## config.mk

```make
export PLATFORM = sky130hd
export DESIGN_NAME = imem_loader
export DESIGN_NICKNAME = d
export VERILOG_FILES = /design/src/rtl/imem_loader_pkg.sv /design/src/rtl/imem_word_packer.sv /design/src/rtl/imem_loader.sv
export SDC_FILE = /design/constraint.sdc
export NUM_CORES = 1
export LEC_CHECK = 0
export ABC_AREA = 1
export CORE_MARGIN = 4
export CORE_UTILIZATION = 30
export CTS_BUF_LIST = sky130_fd_sc_hd__clkbuf_8
export DETAILED_ROUTE_END_ITERATION = 16
export PLACE_DENSITY = 0.61
export SLEW_MARGIN = 5
export SYNTH_ARGS = -nofsm -noshare
export SYNTH_HDL_FRONTEND = slang
export SYNTH_SLANG_ARGS = --single-unit
```

## constraint.sdc

```tcl
create_clock -name clk -period 2.85 [get_ports clk]
set_clock_uncertainty 0.2 [all_clocks]
set_input_delay 0.855 -clock clk [delete_from_list [all_inputs] [get_ports clk]]
set_output_delay 0.855 -clock clk [all_outputs]
set_load 0.005 [all_outputs]
```

## src/rtl/imem_loader_pkg.sv

```systemverilog
// Shared types and constants for the instruction memory boot loader.
package imem_loader_pkg;

  typedef enum logic [1:0] {
    StIdle,
    StLoad,
    StCsum,
    StDone
  } state_t;

  localparam int unsigned BYTES_PER_WORD  = 4;
  localparam int unsigned WORD_ADDR_SHIFT = 2;

endpackage

```

## src/rtl/imem_word_packer.sv

```systemverilog
// Packs accepted little-endian bytes into a 32-bit word and pulses word_ready
// for one cycle after the 4th byte of each word.
module imem_word_packer
  import imem_loader_pkg::*;
(
  input  logic        clk,
  input  logic        rst,
  input  logic        clear,
  input  logic        byte_valid,
  input  logic [7:0]  in_byte,
  output logic [31:0] word,
  output logic        word_ready,
  output logic        last_byte
);

  logic [1:0]  cnt_q, cnt_d;
  logic [31:0] word_q, word_d;
  logic        ready_q, ready_d;

  assign last_byte  = (cnt_q == 2'(BYTES_PER_WORD - 1));
  assign word       = word_q;
  assign word_ready = ready_q;

  always_comb begin
    cnt_d   = cnt_q;
    word_d  = word_q;
    ready_d = 1'b0;
    if (clear) begin
      cnt_d = '0;
    end else if (byte_valid) begin
      // Shift right so the first byte of the group ends up in [7:0].
      word_d  = {in_byte, word_q[31:8]};
      cnt_d   = cnt_q + 2'd1;
      ready_d = last_byte;
    end
  end

  always_ff @(posedge clk or posedge rst) begin
    if (rst) begin
      cnt_q   <= '0;
      word_q  <= '0;
      ready_q <= 1'b0;
    end else begin
      cnt_q   <= cnt_d;
      word_q  <= word_d;
      ready_q <= ready_d;
    end
  end

endmodule

```

## src/rtl/imem_loader.sv

```systemverilog
// Boot loader: streams bytes into instruction memory and holds the core in reset
// until loaded. Define IMEM_LOADER_CHECKSUM_EN to require a trailing XOR checksum byte.
module imem_loader
  import imem_loader_pkg::*;
#(
  parameter int unsigned DEPTH = 16,
  parameter int unsigned CNT_W = $clog2(DEPTH) + 1
) (
  input  logic             clk,
  input  logic             rst,
  input  logic             start,
  input  logic [CNT_W-1:0] word_count,
  input  logic             in_valid,
  input  logic [7:0]       in_byte,
  output logic             in_ready,
  output logic             we,
  output logic [31:0]      waddr,
  output logic [31:0]      wdata,
  output logic             done,
  output logic             err,
  output logic             cpu_rst
);

  state_t           state_q, state_d;
  logic [CNT_W-1:0] count_q, count_d;
  logic [CNT_W-1:0] index_q, index_d;
  logic [CNT_W-1:0] count_clamped;
  logic [31:0]      waddr_q, waddr_d;
  logic             cpu_rst_q, cpu_rst_d;
  logic             accept, pack_accept, pack_clear, last_byte;
`ifdef IMEM_LOADER_CHECKSUM_EN
  logic [7:0]       csum_q, csum_d;
  logic             err_q, err_d;
`endif

  assign count_clamped = (word_count > CNT_W'(DEPTH)) ? CNT_W'(DEPTH) : word_count;
  assign in_ready      = (state_q == StLoad) || (state_q == StCsum);
  assign accept        = in_valid && in_ready;
  assign pack_accept   = accept && (state_q == StLoad);
  assign done          = (state_q == StDone);
  assign waddr         = waddr_q;
  assign cpu_rst       = cpu_rst_q;
`ifdef IMEM_LOADER_CHECKSUM_EN
  assign err           = err_q;
`else
  assign err           = 1'b0;
`endif

  imem_word_packer u_packer (
    .clk        (clk),
    .rst        (rst),
    .clear      (pack_clear),
    .byte_valid (pack_accept),
    .in_byte    (in_byte),
    .word       (wdata),
    .word_ready (we),
    .last_byte  (last_byte)
  );

  always_comb begin
    state_d    = state_q;
    count_d    = count_q;
    index_d    = index_q;
    waddr_d    = waddr_q;
    cpu_rst_d  = 1'b1;
    pack_clear = 1'b0;
`ifdef IMEM_LOADER_CHECKSUM_EN
    csum_d     = csum_q;
    err_d      = err_q;
`endif
    unique case (state_q)
      StIdle, StDone: begin
        if (state_q == StDone) begin
`ifdef IMEM_LOADER_CHECKSUM_EN
          cpu_rst_d = err_q;
`else
          cpu_rst_d = 1'b0;
`endif
        end
        if (start) begin
          count_d    = count_clamped;
          index_d    = '0;
          pack_clear = 1'b1;
          cpu_rst_d  = 1'b1;
          state_d    = (count_clamped == '0) ? StDone : StLoad;
`ifdef IMEM_LOADER_CHECKSUM_EN
          csum_d     = '0;
          err_d      = 1'b0;
`endif
        end
      end
      StLoad: begin
        if (pack_accept) begin
`ifdef IMEM_LOADER_CHECKSUM_EN
          csum_d = csum_q ^ in_byte;
`endif
          if (last_byte) begin
            // Address is captured now so it lines up with the registered write strobe.
            waddr_d = 32'(index_q) << WORD_ADDR_SHIFT;
            index_d = index_q + CNT_W'(1);
            if (index_q == count_q - CNT_W'(1)) begin
`ifdef IMEM_LOADER_CHECKSUM_EN
              state_d = StCsum;
`else
              state_d = StDone;
`endif
            end
          end
        end
      end
`ifdef IMEM_LOADER_CHECKSUM_EN
      StCsum: begin
        if (accept) begin
          err_d   = (in_byte != csum_q);
          state_d = StDone;
        end
      end
`endif
      default: state_d = StIdle;
    endcase
  end

  always_ff @(posedge clk or posedge rst) begin
    if (rst) begin
      state_q   <= StIdle;
      count_q   <= '0;
      index_q   <= '0;
      waddr_q   <= '0;
      cpu_rst_q <= 1'b1;
`ifdef IMEM_LOADER_CHECKSUM_EN
      csum_q    <= '0;
      err_q     <= 1'b0;
`endif
    end else begin
      state_q   <= state_d;
      count_q   <= count_d;
      index_q   <= index_d;
      waddr_q   <= waddr_d;
      cpu_rst_q <= cpu_rst_d;
`ifdef IMEM_LOADER_CHECKSUM_EN
      csum_q    <= csum_d;
      err_q     <= err_d;
`endif
    end
  end

endmodule

```

# [After elaboration in Yosys (flattened, before gate mapping)]
# Cells that the tools add are included.
# Widths: inputs -> output; s select.
[op_classes] mux=20 n_bitwise=1 magnitude_cmp=1 addsub=3 eq_ne=9 reduce_logical=13
[op_table] op="$mux 5" count=4
[op_table] op="$mux 2" count=7
[op_table] op="$pmux 5 s2" count=1
[op_table] op="$reduce_and 4->1" count=2
[op_table] op="$mux 1" count=7
[op_table] op="$eq 2x2->1 const B" count=3
[op_table] op="$ne 2x2->1 const B" count=3
[op_table] op="$add 5x1->5 const B" count=1
[op_table] op="$eq 5x5->1" count=1
[op_table] op="$gt 5x5->1 const B" count=1
[op_table] op="$logic_not 5->1" count=1
[op_table] op="$sub 5x1->5 const B" count=1
[op_table] op="$pmux 2 s2" count=1
[op_table] op="$reduce_and 2->1" count=2
[op_table] op="$reduce_bool 2->1" count=2
[op_table] op="$reduce_and 3->1" count=1
[op_table] op="$add 2x1->2 const B" count=1
[op_table] op="$eq 2x1->1 const B" count=1
[op_table] op="$logic_and 1x1->1" count=2
[op_table] op="$logic_not 2->1" count=1
[op_table] op="$ne 2x1->1 const B" count=1
[op_table] op="$reduce_or 2->1" count=1
[op_table] op="$logic_or 1x1->1" count=1
[op_table] op="$not 1->1" count=1
[word_totals] output_inout_bits=69 elab_cells=55 regBits=53

# [Depth between registers and ports, before layout]
# Gate-level depths: netlist of run 1.
[logic_depth] ltp_word=6 depth_mapped=12 depth_no_buf=12

# [Modules after synthesis]
# Synthesis of run 1 repeated with hierarchy kept, for this count alone.
[unflattened] hier_cells=319 area_unflattened_um2=2748.9
[by_module_without_submodules] module="imem_word_packer" n_inst=1 seq_area_each_um2=875.8 area_each_um2=1475.2 cells_each=155
[by_module_without_submodules] module="imem_loader" n_inst=1 seq_area_each_um2=451.7 area_each_um2=1273.7 cells_each=164

# [Worst setup path before layout of run 1]
# No wires, ideal clock.
[synth_path] kind="register -> output" startpoint="register state_q[0]" endpoint="output in_ready" required_time_ns=1.795 path_slack_ns=1.004 path_stages_with_launch=3 path_buffers=0 arrival_ns=0.791 cell_sequence="dfrtp_1 > inv_1 > ha_1"
[synth_via] elab_chain_cells=2 elab_cells_between_ends=3
[synth_lines] item="from (decl)" line_no="imem_loader.sv:24" source="state_t state_q, state_d;"
[synth_lines] item="from (signal assigned)" line_no="imem_loader.sv:125" source="state_q <= StIdle;"
[synth_lines] item="from (signal assigned)" line_no="imem_loader.sv:135" source="state_q <= state_d;"
[synth_lines] item="$eq 2x1->1 or $eq 2x2->1 (tied branches)" line_no="imem_loader.sv:37" source="assign in_ready = (state_q == StLoad) || (state_q == StCsum);"
[synth_lines] item="$logic_or 1x1->1 (*)" line_no="imem_loader.sv:37"
[synth_lines] item="to (decl)" line_no="imem_loader.sv:15" source="output logic in_ready,"
# Every way passes the cells marked *; elsewhere a longest branch is shown, timed or not.

# [Worst setup path after layout of run 1]
# Ends and elaborated chain as after synthesis.

==> results of run 1 <==
layout make-up:
type | instances | share of cell area [%]
multi-input combinational | 220 | 30.4
clock inverter | 3 | 0.658
tap | 105 | 4.07
timing repair buffer | 59 | 18.5
inverter | 27 | 3.14
sequential | 53 | 41.1
clock buffer | 5 | 2.13
cells by family after synthesis:
logic type	Yosys count	synth area share [%]
and+or+nand+nor	167	26.8
buffers and inverters	62	14.4
DFF	53	51.4
AOI/OAI and AO/OA	18	3.83
other	1	0.145
adders and majority gates	7	3.39
sequential cells by signal, summed over array words and instances, names as in the netlist:
name,flops
cpu_rst,1
u_packer.cnt_q,2
waddr,5
u_packer.word,32
count_q,5
state_q,2
index_q,5
u_packer.word_ready,1
metrics by stage:
stage,cells,setup slack (ns),hold slack (ns)
after floorplan,335,0.510,0.265
after global placement,464,0.337,0.256
after detailed placement,464,0.278,0.263
after CTS,472,0.0740,0.286
after global routing,472,0.00118,0.313
final,472,0.0934,0.279
worst max-delay path, cell delays in order (launching register included):
cell and delay (ns):
dfrtp_1 0.41, inv_1 0.08, ha_1 0.38, clkdlybuf4s50_1 0.53
metal layers:
metal | vias to the layer above | track usage [%] | wire [um]
met4 | 0 | 3.42 | 71
met1 | 853 | 13.9 | 2430
met2 | 46 | 16.9 | 2390
met3 | 7 | 2.01 | 232
li1 | 1000 | - | -
met5 | - | 0 | 0
power groups by stage:
| stage | Sequential [uW] | Combinational, uW | Clock, uW |
|---|---|---|---|
| final | 1260 | 1420 | 424 |
| after global routing | 1310 | 1630 | 470 |
| after CTS | 1260 | 1450 | 437 |
| after detailed placement | 1280 | 1440 | 0 |
| after global placement | 1270 | 1420 | 0 |
| after floorplan | 1260 | 811 | 0 |
cells in the final DEF, fill, tap and decap left out:
cell	n
ha_1	7
nor3b_2	1
clkinvlp_4	1
nor4_1	1
nand3_1	12
conb_1	28
clkbuf_8	5
nor3_4	1
dfstp_2	1
buf_4	1
buf_12	1
o21bai_1	1
inv_6	1
nand2_2	2
nand2_1	135
nor2_1	11
clkinv_2	1
nor2_2	1
o22ai_1	2
inv_2	2
a21oi_2	1
nor2_4	2
inv_1	25
dfrtp_1	52
a21oi_1	2
clkdlybuf4s50_1	57
nor3b_1	1
o21ai_0	12
worst max-delay path by stage:
stage | to | depth (start not counted)
after CTS | in_ready | 3
after global routing | in_ready | 3
after floorplan | count_q[0] | 1
final | in_ready | 3
after global placement | u_packer.word[23] | 6
after detailed placement | u_packer.cnt_q[0] | 6
==> PnR_summary.wiki, run 1 <==
{| class="wikitable"
! Metric !! Value
|-
| Mapped Area || 2580 sq um
|-
| Gate power share || 45.8%
|-
| Flop-to-flop setup slack || 0.84 ns
|-
| Startpoint of the most critical hold path || u_packer.word[4]
|-
| Drt first-iter violations || 107
|-
| Clock root cell || clkbuf_8
|-
| Number of warnings issued by yosys || 0
|-
| Pins over their slew limit || 0
|-
| Crit path kind || flip-flop to output pin
|-
| Setup violation total in the final timing report || 0
|-
| Clk buf depth || 2
|-
| Buffers inserted by post-CTS timing repair || 0
|-
| Time the final worst path needs with I/O delays and setup || 2.76 ns
|-
| Aggregate global routing overflow || 0
|-
| Weighted congestion at the end of routability-driven global placement || 0.864
|-
| Clock insertion delay at the later pin of the skew report || 0.30 ns
|-
| Slew headroom || 64.1%
|-
| Residual DRC || 0
|-
| Total power || 3110 uW
|-
| Maximum frequency from static timing analysis || 363 MHz
|-
| Share of async-settable or async-resettable flops after synthesis || 100%
|-
| Overall global routing resource usage || 10.4%
|-
| Post-Layout Inst Area || 3230 sq um
|-
| Drt first pass iters || 4
|-
| Hold Fails Final Rpt || 0
|-
| Placed inst area || 3140 sq um
|-
| Clock sinks || 53
|-
| Net switching power of the design || 1180 uW
|-
| Effective utilization at floorplan || 31.1%
|-
| Worst setup path startpoint || state_q[0]
|-
| Syn_area_per_cell || 8.38 sq um
|-
| IR Drop Worst-Case VDD || 263 uV
|-
| Detailed Place HPWL || 3.79 mm
|-
| Post-synth EDFFs || 0
|-
| Setup repair after global routing missed its margin || false
|-
| Clock Power Share || 13.6%
|-
| Static Leakage || 0.00166 uW
|-
| Fill cells || 873
|-
| Synthesis-to-finish area growth || 25.2%
|-
| Capturing element type of the critical path || output pin
|-
| Global-route wire length before repair || 8.54 mm
|-
| Cell internal pwr || 1930 uW
|-
| Maximum number of pins on one net before global-route repair || 54
|-
| Clk slew on worst S/H paths || 0.10 ns
|-
| Data arrival at the endpoint of the critical path || 1.70 ns
|-
| Chip Width || 101 um
|-
| Core Footprint || 8300 sq um
|-
| Number of cells on the worst reg-to-reg path || 7
|-
| Startpoint of the lowest-slack register-to-register path || state_q[0]
|-
| Run status || finished clean
|-
| Total via count after detailed routing || 1906
|-
| Biggest area contributors in the synthesized netlist || dfrtp_1, nand2_1, buf_4, inv_1, ha_1
|-
| Sequential Area || 1330 sq um
|-
| Total wire length after detailed routing || 5.12 mm
|-
| Antenna violations before repair || 0
|-
| Via-per-instance ratio || 4.04
|-
| Synth top area share || 50.4%
|-
| Most frequent cell after synthesis || nand2_1
|-
| Quantity of I/O buffers inserted on ports || 57
|-
| Syn Inst Count || 308
|-
| Class of the most critical hold timing path || flip-flop to flip-flop
|-
| Area of the multi-input gates || 983 sq um
|-
| Top_reg_cell synth || dfrtp_1
|-
| Site Rows || 33
|-
| Cells on Worst Hold Path || 2
|-
| Fraction of power consumed by sequential logic || 40.6%
|-
| Synth top cells by count || nand2_1, dfrtp_1, buf_4
|-
| Number of different library cells in the post-synthesis netlist || 24
|-
| Avg WL per Cell || 10.8 um
|-
| Net switching fraction of the power || 37.9%
|-
| CTS Hold Bufs || 0
|-
| Slew of the pin with the lowest slew margin || 0.538 ns
|-
| Final ANT Viol Nets || 0
|-
| Post-cts gate resize count || 0
|-
| Die H || 101 um
|-
| Max Cap Viol || 0
|-
| Terminating pin of the worst hold path || u_packer.word[4]
|-
| Clock buffers created by TritonCTS || 5
|-
| Sum of negative setup slack || 0 ns
|-
| Via count of the first global-routing pass || 1848
|-
| Post-synth top area cell || dfrtp_1
|-
| Number of levels in the clock H-tree || 2
|-
| Sequential fraction of the synthesis area || 51.4%
|-
| Number of antenna diodes || 0
|-
| Number of top-level pins || 86
|-
| Layout cell share with drive strength beyond 1 || 5.72%
|-
| Cell Pwr Density || 962 nW/um^2
|-
| Die ar. || 10200 sq um
|-
| Crit share post-route || 96.7%
|-
| Core occupancy in the finished layout || 38.9%
|-
| Critical path fanouts, max || 4
|-
| Number of storage elements in the synthesis netlist || 53
|-
| Capture point of the worst reg-to-reg path || u_packer.word[11]
|-
| Number of nets in the finished design || 390
|-
| Critical Path Source Type || flip-flop
|-
| CP required || 1.80 ns
|-
| CTS tree || built
|}
Note: power is estimated with default switching activity, not from simulation.
==> run 2: changes to the inputs <==
--- a/config.mk
+++ b/config.mk
@@ -11,7 +11,6 @@
 export CTS_BUF_LIST = sky130_fd_sc_hd__clkbuf_8
 export DETAILED_ROUTE_END_ITERATION = 16
 export PLACE_DENSITY = 0.61
-export SLEW_MARGIN = 5
 export SYNTH_ARGS = -nofsm -noshare
 export SYNTH_HDL_FRONTEND = slang
 export SYNTH_SLANG_ARGS = --single-unit
==> results of run 2 <==
The final DEF is identical to that of run 1; final timing and power are the same.
